===== src/rtl/hash_pkg.sv =====
// hash_pkg: block geometry, hash width and loader state encoding shared by the xor_hash path.
package hash_pkg;
  localparam int BLOCK_W = 512;
  localparam int HASH_W = 8;
  typedef logic [BLOCK_W-1:0] hash_block_t;
  typedef enum logic {FILL = 1'b0, FULL = 1'b1} state_t;
endpackage


===== src/rtl/xor_hash_block_loader.sv =====
// xor_hash_block_loader: packs a 32-bit word stream into zero-padded 512-bit blocks for xor_hash.
module xor_hash_block_loader #(
  parameter int WORD_W = 32,
  parameter int BLOCK_W = 512,
  parameter int WORDS = BLOCK_W / WORD_W
) (
  input  logic               clk,
  input  logic               rst_n,
  input  logic [WORD_W-1:0]  in_data,
  input  logic               in_valid,
  input  logic               in_last,
  output logic               in_ready,
  output logic [BLOCK_W-1:0] out_block,
  output logic               out_valid,
  input  logic               out_ready,
  output logic               out_last,
  output logic [4:0]         out_words,
  output logic [15:0]        blocks_sent
);
  import hash_pkg::*;
  localparam int PW = $clog2(WORDS);
  state_t state_q, state_d;
  logic [PW-1:0] ptr_q, ptr_d, wptr;
  logic [BLOCK_W-1:0] blk_q, blk_d, base;
  logic [4:0] words_q, words_d;
  logic last_q, last_d;
  logic [15:0] cnt_q, cnt_d;
  logic acc, cons, close;
  assign out_valid = state_q == FULL;
  assign in_ready = rst_n & (out_valid ? out_ready : 1'b1);
  assign out_block = blk_q;
  assign out_words = words_q;
  assign out_last = last_q;
  assign blocks_sent = cnt_q;
  always_comb begin
    acc = in_valid & in_ready;
    cons = out_valid & out_ready;
    // A word accepted while FULL always coincides with consumption and opens the next block at slot 0.
    wptr = out_valid ? '0 : ptr_q;
    close = acc & (in_last | (!out_valid & ptr_q == PW'(WORDS - 1)));
    state_d = close ? FULL : (cons ? FILL : state_q);
    ptr_d = cons ? PW'(acc) : ((acc & !close) ? ptr_q + 1'b1 : ptr_q);
    words_d = close ? 5'(wptr) + 5'd1 : words_q;
    last_d = close ? in_last : last_q;
    cnt_d = cnt_q + 16'(cons);
    base = cons ? '0 : blk_q;
    blk_d = base;
    for (int k = 0; k < WORDS; k++)
      if (acc && wptr == PW'(k)) blk_d[BLOCK_W-1-k*WORD_W -: WORD_W] = in_data;
  end
  always_ff @(posedge clk) begin
    if (!rst_n) begin
      state_q <= FILL;
      ptr_q <= '0;
      blk_q <= '0;
      words_q <= '0;
      last_q <= 1'b0;
      cnt_q <= '0;
    end else begin
      state_q <= state_d;
      ptr_q <= ptr_d;
      blk_q <= blk_d;
      words_q <= words_d;
      last_q <= last_d;
      cnt_q <= cnt_d;
    end
  end
endmodule


===== config.mk =====
export PLATFORM = sky130hd
export DESIGN_NAME = xor_hash_block_loader
export DESIGN_NICKNAME = d
export VERILOG_FILES = /design/src/rtl/hash_pkg.sv /design/src/rtl/xor_hash_block_loader.sv
export SDC_FILE = /design/constraint.sdc
export NUM_CORES = 1
export LEC_CHECK = 0
export CAP_MARGIN = 0
export CORE_MARGIN = 10
export CORE_UTILIZATION = 45
export CTS_CLUSTER_DIAMETER = 50
export DETAILED_ROUTE_END_ITERATION = 6
export PLACE_DENSITY = 0.88
export REMOVE_ABC_BUFFERS = 1
export SLEW_MARGIN = 15
export SYNTH_ARGS = -nofsm -noshare
export SYNTH_HDL_FRONTEND = slang
export SYNTH_SLANG_ARGS = --single-unit

===== constraint.sdc =====
create_clock -name clk -period 3.2 [get_ports clk]
set_input_delay 0.48 -clock clk [delete_from_list [all_inputs] [get_ports clk]]
set_output_delay 0.48 -clock clk [all_outputs]
set_load 0.01 [all_outputs]

==> summary by stage, run 1 <==
Timing
Headroom to the max-slew limit came out at 38.5%. At the pin with the least slew margin, the transition time is 922 ps. The max-slew violation count came to 0.

Setup repair after global routing left no endpoint under its margin. The post-layout minimum cycle time is 2560 ps. The final hold violation count was 0. Between clock sinks in the finished design, the worst skew comes to 13.6 ps. The total setup violations reported at the end of the flow is 0. Hold timing on the final database bottoms out at a slack of 246 ps.

The timing-limited maximum frequency is 390 MHz. The fraction of the cycle the final worst path needs is between 80 and 90%.

Critical path
STA classifies the critical path endpoint as an output port. The biggest fanout along the worst timing path is 14. The arrival time reported for the critical path endpoint is 2080 ps. The critical path start-end classification is register to output port. The endpoint identified for the worst register-to-register timing path is out_block[300]$_SDFFE_PN0P_. Walking the worst path, the cells encountered are nand2b_1 > and2_1 > clkdlybuf4s50_1. The biggest cell delay along the critical path is around 610 ps.

For this design, the slowest cell found on the critical path is sky130_fd_sc_hd__dfxtp_1. Data on the critical path is required at its endpoint by 2720 ps. The worst setup path is launched from a register. For flop-to-flop paths, the worst setup slack is between 700 and 800 ps. Tracing the worst setup path back leads to its startpoint at out_valid$_SDFFE_PN0P_. The startpoint of the worst register-to-register path is ptr_q[1]$_SDFFE_PP0P_. For the worst flop-to-flop path, the logic depth is 5.

Synthesis
Of all cell types, the one taking the most synthesized area is sky130_fd_sc_hd__dfxtp_1. After synthesis, the share of flip-flops with an asynchronous set or reset is 0%. The total standard cell area after synthesis is 0.0185 mm².

After synthesis the netlist holds a flip-flop and latch count of 539. The number of synthesized flops with an enable pin is 0. The mean post-synth cell area is between 9 and 10 µm². After technology mapping, the gate count stands at 1947. The share of synthesized area in the top cell type comes to 58.2%. In this run, distinct cell masters in the synthesized netlist total 42.

The dominant register cell in the synthesized netlist is sky130_fd_sc_hd__dfxtp_1. By area the synthesized netlist is led by sky130_fd_sc_hd__dfxtp_1, sky130_fd_sc_hd__nand3_1, sky130_fd_sc_hd__o21ai_0. The sequential fraction of the synthesis area is roughly three fifths.

The total number of yosys warnings is 0.

Global routing
The global-route usage over all layers is roughly 28%. The final global-route overflow total is 0. The first-pass GRT wire length is 108 mm. The number of antenna violations at the first check in global routing was 0. Entering global routing, the biggest net connects 81 pins. The via count of the first global-routing pass came to between 15k and 20k.

Clocking
The count of clock tree sinks is 539. The number of buffers between clock root and the deepest sink is 3. The number of CTS-inserted buffers is 53. The clock root buffer is sky130_fd_sc_hd__clkbuf_16.

The post-cts sizing count is 0. The H-tree depth is 2. The insertion delay of the later-clocked pin in the worst-skew pair is 600 ps. The clock-pin slew reported for the worst setup and hold paths after clock tree synthesis is 60 ps.

Once the clock tree was built, the setup fixing pass inserted 0 buffers. TritonCTS built the clock tree. After clock tree synthesis, the flow added hold-fix buffers numbering 0.

Power and ir drop
The largest voltage drop on the vdd net is 0.491 mV. For this design the static power due to leakage is 9.97 nW. The power density over cell area is 517 mW/mm².

Hold path
The tightest min-delay check is of the primary input to register type. The worst hold path was traced through 2 stages. The worst hold path begins at rst_n. The endpoint of the worst hold-timing path is out_words[3]$_SDFFE_PN0P_.

Final layout
Cells with a size suffix above 1 make up under 10% of the layout. The post-layout utilization of the core is between 60 and 70%. The combined area of the multi-input logic cells is 0.00683 mm². 0 antenna diodes ended up in the layout. The net total in the final layout is 2472.

The filler cells instantiated in the layout total 2957. The signed area change from the synthesized netlist to the final layout is 41.8%. The combined flip-flop and latch cell area is 0.0108 mm².

Placement
The total half-perimeter wirelength after legalization and detailed placement is 48.5 mm. The number of buffers inserted by port buffering is 572. The final weighted congestion in routability-driven placement is between 0.8 and 0.9.

Floorplanning
The core region is 0.0407 mm². After floorplanning, the core was divided into 74 placement rows. The vertical die dimension is roughly 220 µm.

The initial core utilization is 45.5%. The floorplan step defined a die boundary enclosing 0.0497 mm². The number of top-level pins is 573. From left edge to right edge, the die measures 223 µm.

Detailed routing
The average wire per cell in the routed design is 24.2 µm. The DRC violation count after routing is 0. The number of vias per cell is 5.79.

The routed layout has 17.4k vias. The iteration count of the initial detailed-routing pass is 6. The post-route antenna net violation count is 0. The number of DRC violations after detailed-routing iteration 0 is about 1.8k. The aggregate routed wire length is 72.8 mm.

Flow run
Max-cap violations in this run came to 0.

Outcome
The flow ran to the end, and the final reports show no timing, DRC or antenna violations.
==> metal layers <==
layer	up-vias	wire (µm)	GRT usage [%]
li1	7724	-	-
met1	8361	26300	30.5
met2	1059	34300	45.6
met3	258	7730	9.41
met4	0	4510	16.4
met5	-	0	0
==> sequential cells by signal (all words and copies together) (netlist names) <==
name	count
ptr_q	4
blocks_sent	16
out_valid	1
out_words	5
out_block	512
out_last	1
==> cell type report <==
type                    instances  area share (%)
clock inverters                25           0.819
inverters                       3          0.0428
flip-flops and latches        539            41.0
well taps                     532            2.53
clock buffers                  73            5.91
multi-input cells            1214            26.0
repair buffers                621            23.6
==> Yosys cell counts, types with 4 or more instances <==
cell type / n
sky130_fd_sc_hd__buf_6: 12
sky130_fd_sc_hd__xnor2_1: 4
sky130_fd_sc_hd__xor2_1: 9
sky130_fd_sc_hd__nor4_1: 4
sky130_fd_sc_hd__buf_2: 72
sky130_fd_sc_hd__nand2_1: 202
sky130_fd_sc_hd__nand3_2: 9
sky130_fd_sc_hd__nand2_2: 4
sky130_fd_sc_hd__nand3_1: 396
sky130_fd_sc_hd__and2_1: 15
sky130_fd_sc_hd__clkbuf_1: 94
sky130_fd_sc_hd__buf_4: 6
sky130_fd_sc_hd__mux2i_1: 129
sky130_fd_sc_hd__nor2b_1: 4
sky130_fd_sc_hd__o21ai_0: 359
sky130_fd_sc_hd__a21boi_0: 30
sky130_fd_sc_hd__a21boi_1: 6
sky130_fd_sc_hd__buf_1: 7
sky130_fd_sc_hd__nor2_1: 6
sky130_fd_sc_hd__dfxtp_1: 539
sky130_fd_sc_hd__nor3_1: 5
==> logic make-up after synthesis <==
| group | synth area share, % |
|---|---|
| DFF | 58.2 |
| buffers and inverters | 5.02 |
| muxes | 6.97 |
| adders and majority gates | 0.203 |
| and+or+nand+nor | 17.4 |
| xor gates and xnor gates | 0.614 |
| AOI/OAI and AO/OA | 11.6 |
==> report_power, final <==
group / switching [mW] / internal [mW]
Clock: 2.69 / 3.58
Sequential: 0.0260 / 6.74
Combinational: 0.366 / 0.184
Total: 3.08 / 10.5
==> layout by cell type, fill, tap and decap left out, types with 5 or more instances in the layout <==
| master | netlist | layout |
|---|---|---|
| sky130_fd_sc_hd__clkdlybuf4s50_1 | 0 | 571 |
| sky130_fd_sc_hd__xor2_1 | 9 | 9 |
| sky130_fd_sc_hd__o21ai_0 | 359 | 359 |
| sky130_fd_sc_hd__nor3_1 | 5 | 5 |
| sky130_fd_sc_hd__nand3_2 | 9 | 9 |
| sky130_fd_sc_hd__clkbuf_8 | 0 | 11 |
| sky130_fd_sc_hd__and2_1 | 15 | 14 |
| sky130_fd_sc_hd__dfxtp_1 | 539 | 539 |
| sky130_fd_sc_hd__nor2_1 | 6 | 6 |
| sky130_fd_sc_hd__clkinv_2 | 0 | 16 |
| sky130_fd_sc_hd__clkbuf_16 | 0 | 55 |
| sky130_fd_sc_hd__buf_12 | 0 | 10 |
| sky130_fd_sc_hd__mux2i_1 | 129 | 129 |
| sky130_fd_sc_hd__a21boi_0 | 30 | 30 |
| sky130_fd_sc_hd__buf_4 | 6 | 40 |
| sky130_fd_sc_hd__a21boi_1 | 6 | 6 |
| sky130_fd_sc_hd__nand2_1 | 202 | 202 |
| sky130_fd_sc_hd__nand3_1 | 396 | 396 |
| sky130_fd_sc_hd__clkbuf_1 | 94 | 7 |
==> worst max-delay path, delay by kind of cell (launching register included) <==
kind | cells | cell delay (ps)
AND/OR/NAND/NOR | 2 | 360
flip-flops | 1 | 610
buffers and inverters | 1 | 530
==> through the flow <==
step	worst slack [ps]	setup TNS (ps)	instance area [µm²]	power, mW	cells
floorplan	-6810	-2972130	17600	7.16	1756
global placement	543	0	24500	7.44	2909
detailed placement	418	0	24500	7.46	2909
CTS	605	0	26300	13.6	3007
global route	531	0	26300	13.9	3007
finish	636	0	26300	13.6	3007
==> worst max path at each step <==
stage	slack (ps)	endpoint
floorplan	-6810	ptr_q[3]$_SDFFE_PP0P_
global route	530	in_ready
detailed placement	420	out_block[430]$_SDFFE_PN0P_
global placement	540	out_block[435]$_SDFFE_PN0P_
CTS	610	in_ready
finish	640	in_ready
Note: power is estimated with default switching activity, not from simulation.
==> inputs of run 2 (changes only) <==
==> constraint.sdc (replaced) <==
create_clock -name clk -period 2.5 [get_ports clk]
set_input_delay 0.375 -clock clk [delete_from_list [all_inputs] [get_ports clk]]
set_output_delay 0.375 -clock clk [all_outputs]
set_load 0.01 [all_outputs]
==> summary by stage, run 2 (synthesis gave the netlist of run 1 again) <==
Timing
Based on the critical path, the design can be clocked at up to 443 MHz. The total setup violations reported at the end of the flow is 0 (unchanged). The accumulated negative setup slack is 0 ps (unchanged). The worst-case clock skew is 18.6 ps (+5.01 ps). The fraction of the cycle the final worst path needs is 90.3%. The relative max-transition margin was 45.6% (+7.1 points). The final hold violation count is 0 (unchanged). The max-slew violation count was 0 (unchanged). The post-layout worst setup margin came to 242 ps (-394 ps). The post-layout minimum cycle time is 2260 ps. The actual transition at the worst max-transition pin was 813 ps (-109 ps). Setup repair after global routing left no endpoint under its margin.

Detailed routing
The post-route antenna net violation count is 0 (unchanged). The average wire per cell in the routed design is 24.3 µm (+0.54%). The iteration count of the initial detailed-routing pass is 6 (unchanged). The DRC violation count after routing is 0 (unchanged).

The number of DRC violations after detailed-routing iteration 0 came to 1885 (+4.1%). The aggregate routed wire length is 73.3 mm (+0.74%). The total via count in the routed design was 17.5k (+0.83%). The number of vias per cell is 5.82 (+0.63%).

Placement
The pre-CTS worst setup slack was 164 ps (-253 ps). The total half-perimeter wirelength after legalization and detailed placement is 49.0 mm (+1.1%). The cell count after placement is 2913 (+0.14%). The final weighted congestion in routability-driven placement is 0.871 (+1.2%). The number of buffers inserted by port buffering is 572 (unchanged).

Floorplanning
The number of placement rows is 74 (unchanged). The die area is 0.0497 mm² (unchanged). The initial core utilization is 45.5% (unchanged).

The vertical die dimension came to 223 µm (unchanged). The number of top-level pins was 573 (unchanged). The area inside the core boundary came to 0.0407 mm² (unchanged). The x dimension of the die came to 223 µm (unchanged).

Flow run
The total of max-cap violations came to 0 (unchanged).

Hold path
The path class of the tightest hold or removal check is primary input to register.

Final layout
The layout cell share with drive strength beyond 1 was 6.74% (+0.16 points). The count of non-filler cells in the finished layout is 3013 (+0.20%). The signed area change from the synthesized netlist to the final layout is 42.7%.

In the layout the commonest cells are sky130_fd_sc_hd__clkdlybuf4s50_1, sky130_fd_sc_hd__dfxtp_1, sky130_fd_sc_hd__nand3_1, sky130_fd_sc_hd__o21ai_0, sky130_fd_sc_hd__nand2_1. The commonest non-fill, non-tap cell in the layout is sky130_fd_sc_hd__clkdlybuf4s50_1. The post-layout utilization of the core is 64.9% (+0.41 points). The flip-flop count of the largest register after layout came to 512 (unchanged). The number of fill cells in the layout is 2941 (-0.54%). The net total in the final layout is 2477 (+0.20%).

Clocking
The count of clock tree sinks is 539 (unchanged). The insertion delay of the later-clocked pin in the worst-skew pair was 590 ps (about the same). TritonCTS built the clock tree. The number of buffers between clock root and the deepest sink is 3 (unchanged). The number of hold buffers added after cts is 0 (unchanged). The cell sitting at the root of the clock tree is a sky130_fd_sc_hd__clkbuf_16. The clock-pin slew reported for the worst setup and hold paths after clock tree synthesis was 60 ps (about the same). The H-tree depth was 2 (unchanged).

The number of CTS-inserted buffers was 54 (+1.9%). The post-cts sizing count is 0 (unchanged). The number of buffers inserted by post-CTS setup repair is 0 (unchanged).

Critical path
The worst setup path is launched from a register. The arrival time reported for the critical path endpoint came to 1880 ps (-200 ps). The slowest cell on the critical path is sky130_fd_sc_hd__clkdlybuf4s50_1. STA classifies the critical path endpoint as an output port.

Traced cell by cell, the critical path runs through nand2b_1 > and2_1 > clkdlybuf4s50_1. The biggest cell delay along the critical path is 480 ps (-130 ps). The critical path start-end classification is register to output port. The biggest fanout along the worst timing path is 5 (-9). The data required time of the critical path was 2120 ps (-600 ps).

Global routing
The via count of the first global-routing pass came to 17.8k (+0.95%). The number of antenna violations at the first check in global routing was 4 (+4). The final global-route overflow total was 0 (unchanged). The first-pass GRT wire length was 109 mm (+0.71%). The largest net degree at the start of global routing is 99 (+22%). The global-route usage over all layers was 27.8% (+0.14 points).

Power and ir drop
The leakage power figure came to 10.0 nW (+0.63%). The largest voltage drop on the vdd net was 0.670 mV (+37%). The power density over cell area is 675 mW/mm² (+31%).

Outcome
The run finished with clean final reports.
[run 2: changes by cell type in the layout (fill, tap and decap cells not counted), sizes merged]
cell    before  now
buf         50   54
clkinv      18   11
diode        0    4
bufinv       2    6
inv          5    9
clkbuf      73   70
[run 2: metrics by stage]
stage,cell area (µm²),hold slack (ps),power (mW)
after global placement,24600,445,9.53
after detailed placement,24600,454,9.55
after floorplan,17600,479,9.16
after CTS,26400,179,17.9
after global routing,26500,216,18.2
final,26500,218,17.9
[run 2: per-layer routing]
| layer | vias to the layer above | GRT usage, % | routed length (µm) |
|---|---|---|---|
| li1 | 7733 | - | - |
| met1 | 8372 | 30.6 | 25700 |
| met2 | 1159 | 45.4 | 34400 |
| met3 | 283 | 8.38 | 8090 |
| met4 | 0 | 19.4 | 5140 |
| met5 | - | 0 | 0 |
[run 2: path summary, 6_finish.rpt]
check / end / slack (ps) / cells past startpoint / start
worst min register to register: out_block[445]$_SDFFE_PN0P_ / 460 / 2 / out_block[445]$_SDFFE_PN0P_
worst min-delay path: blocks_sent[6]$_SDFF_PN0_ / 220 / 2 / rst_n
worst max-delay path: in_ready / 240 / 3 / out_valid$_SDFFE_PN0P_
worst max register to register: out_block[176]$_SDFFE_PN0P_ / 260 / 5 / ptr_q[1]$_SDFFE_PP0P_
[run 2: layout make-up]
class | instances | area, µm² | share of cell area [%]
clock inverter | 26 | 339 | 1.28
timing repair buffer | 625 | 6270 | 23.7
sequential | 539 | 10800 | 40.8
tap | 532 | 666 | 2.52
multi-input combinational | 1214 | 6830 | 25.8
antenna | 4 | 10.0 | 0.0378
clock buffer | 70 | 1530 | 5.79
inverter | 3 | 11.3 | 0.0426
[run 2: power by group]
group / switching [mW] / total (mW) / internal, mW
Sequential: 0.0342 / 8.67 / 8.63
Combinational: 0.472 / 0.708 / 0.236
Clock: 3.51 / 8.49 / 4.98
[run 2: critical path, delay by kind of cell, from the launching register on]
family	cells	cell delay, ps
AND/OR/NAND/NOR	2	360
buffers and inverters	1	480
flip-flops	1	450
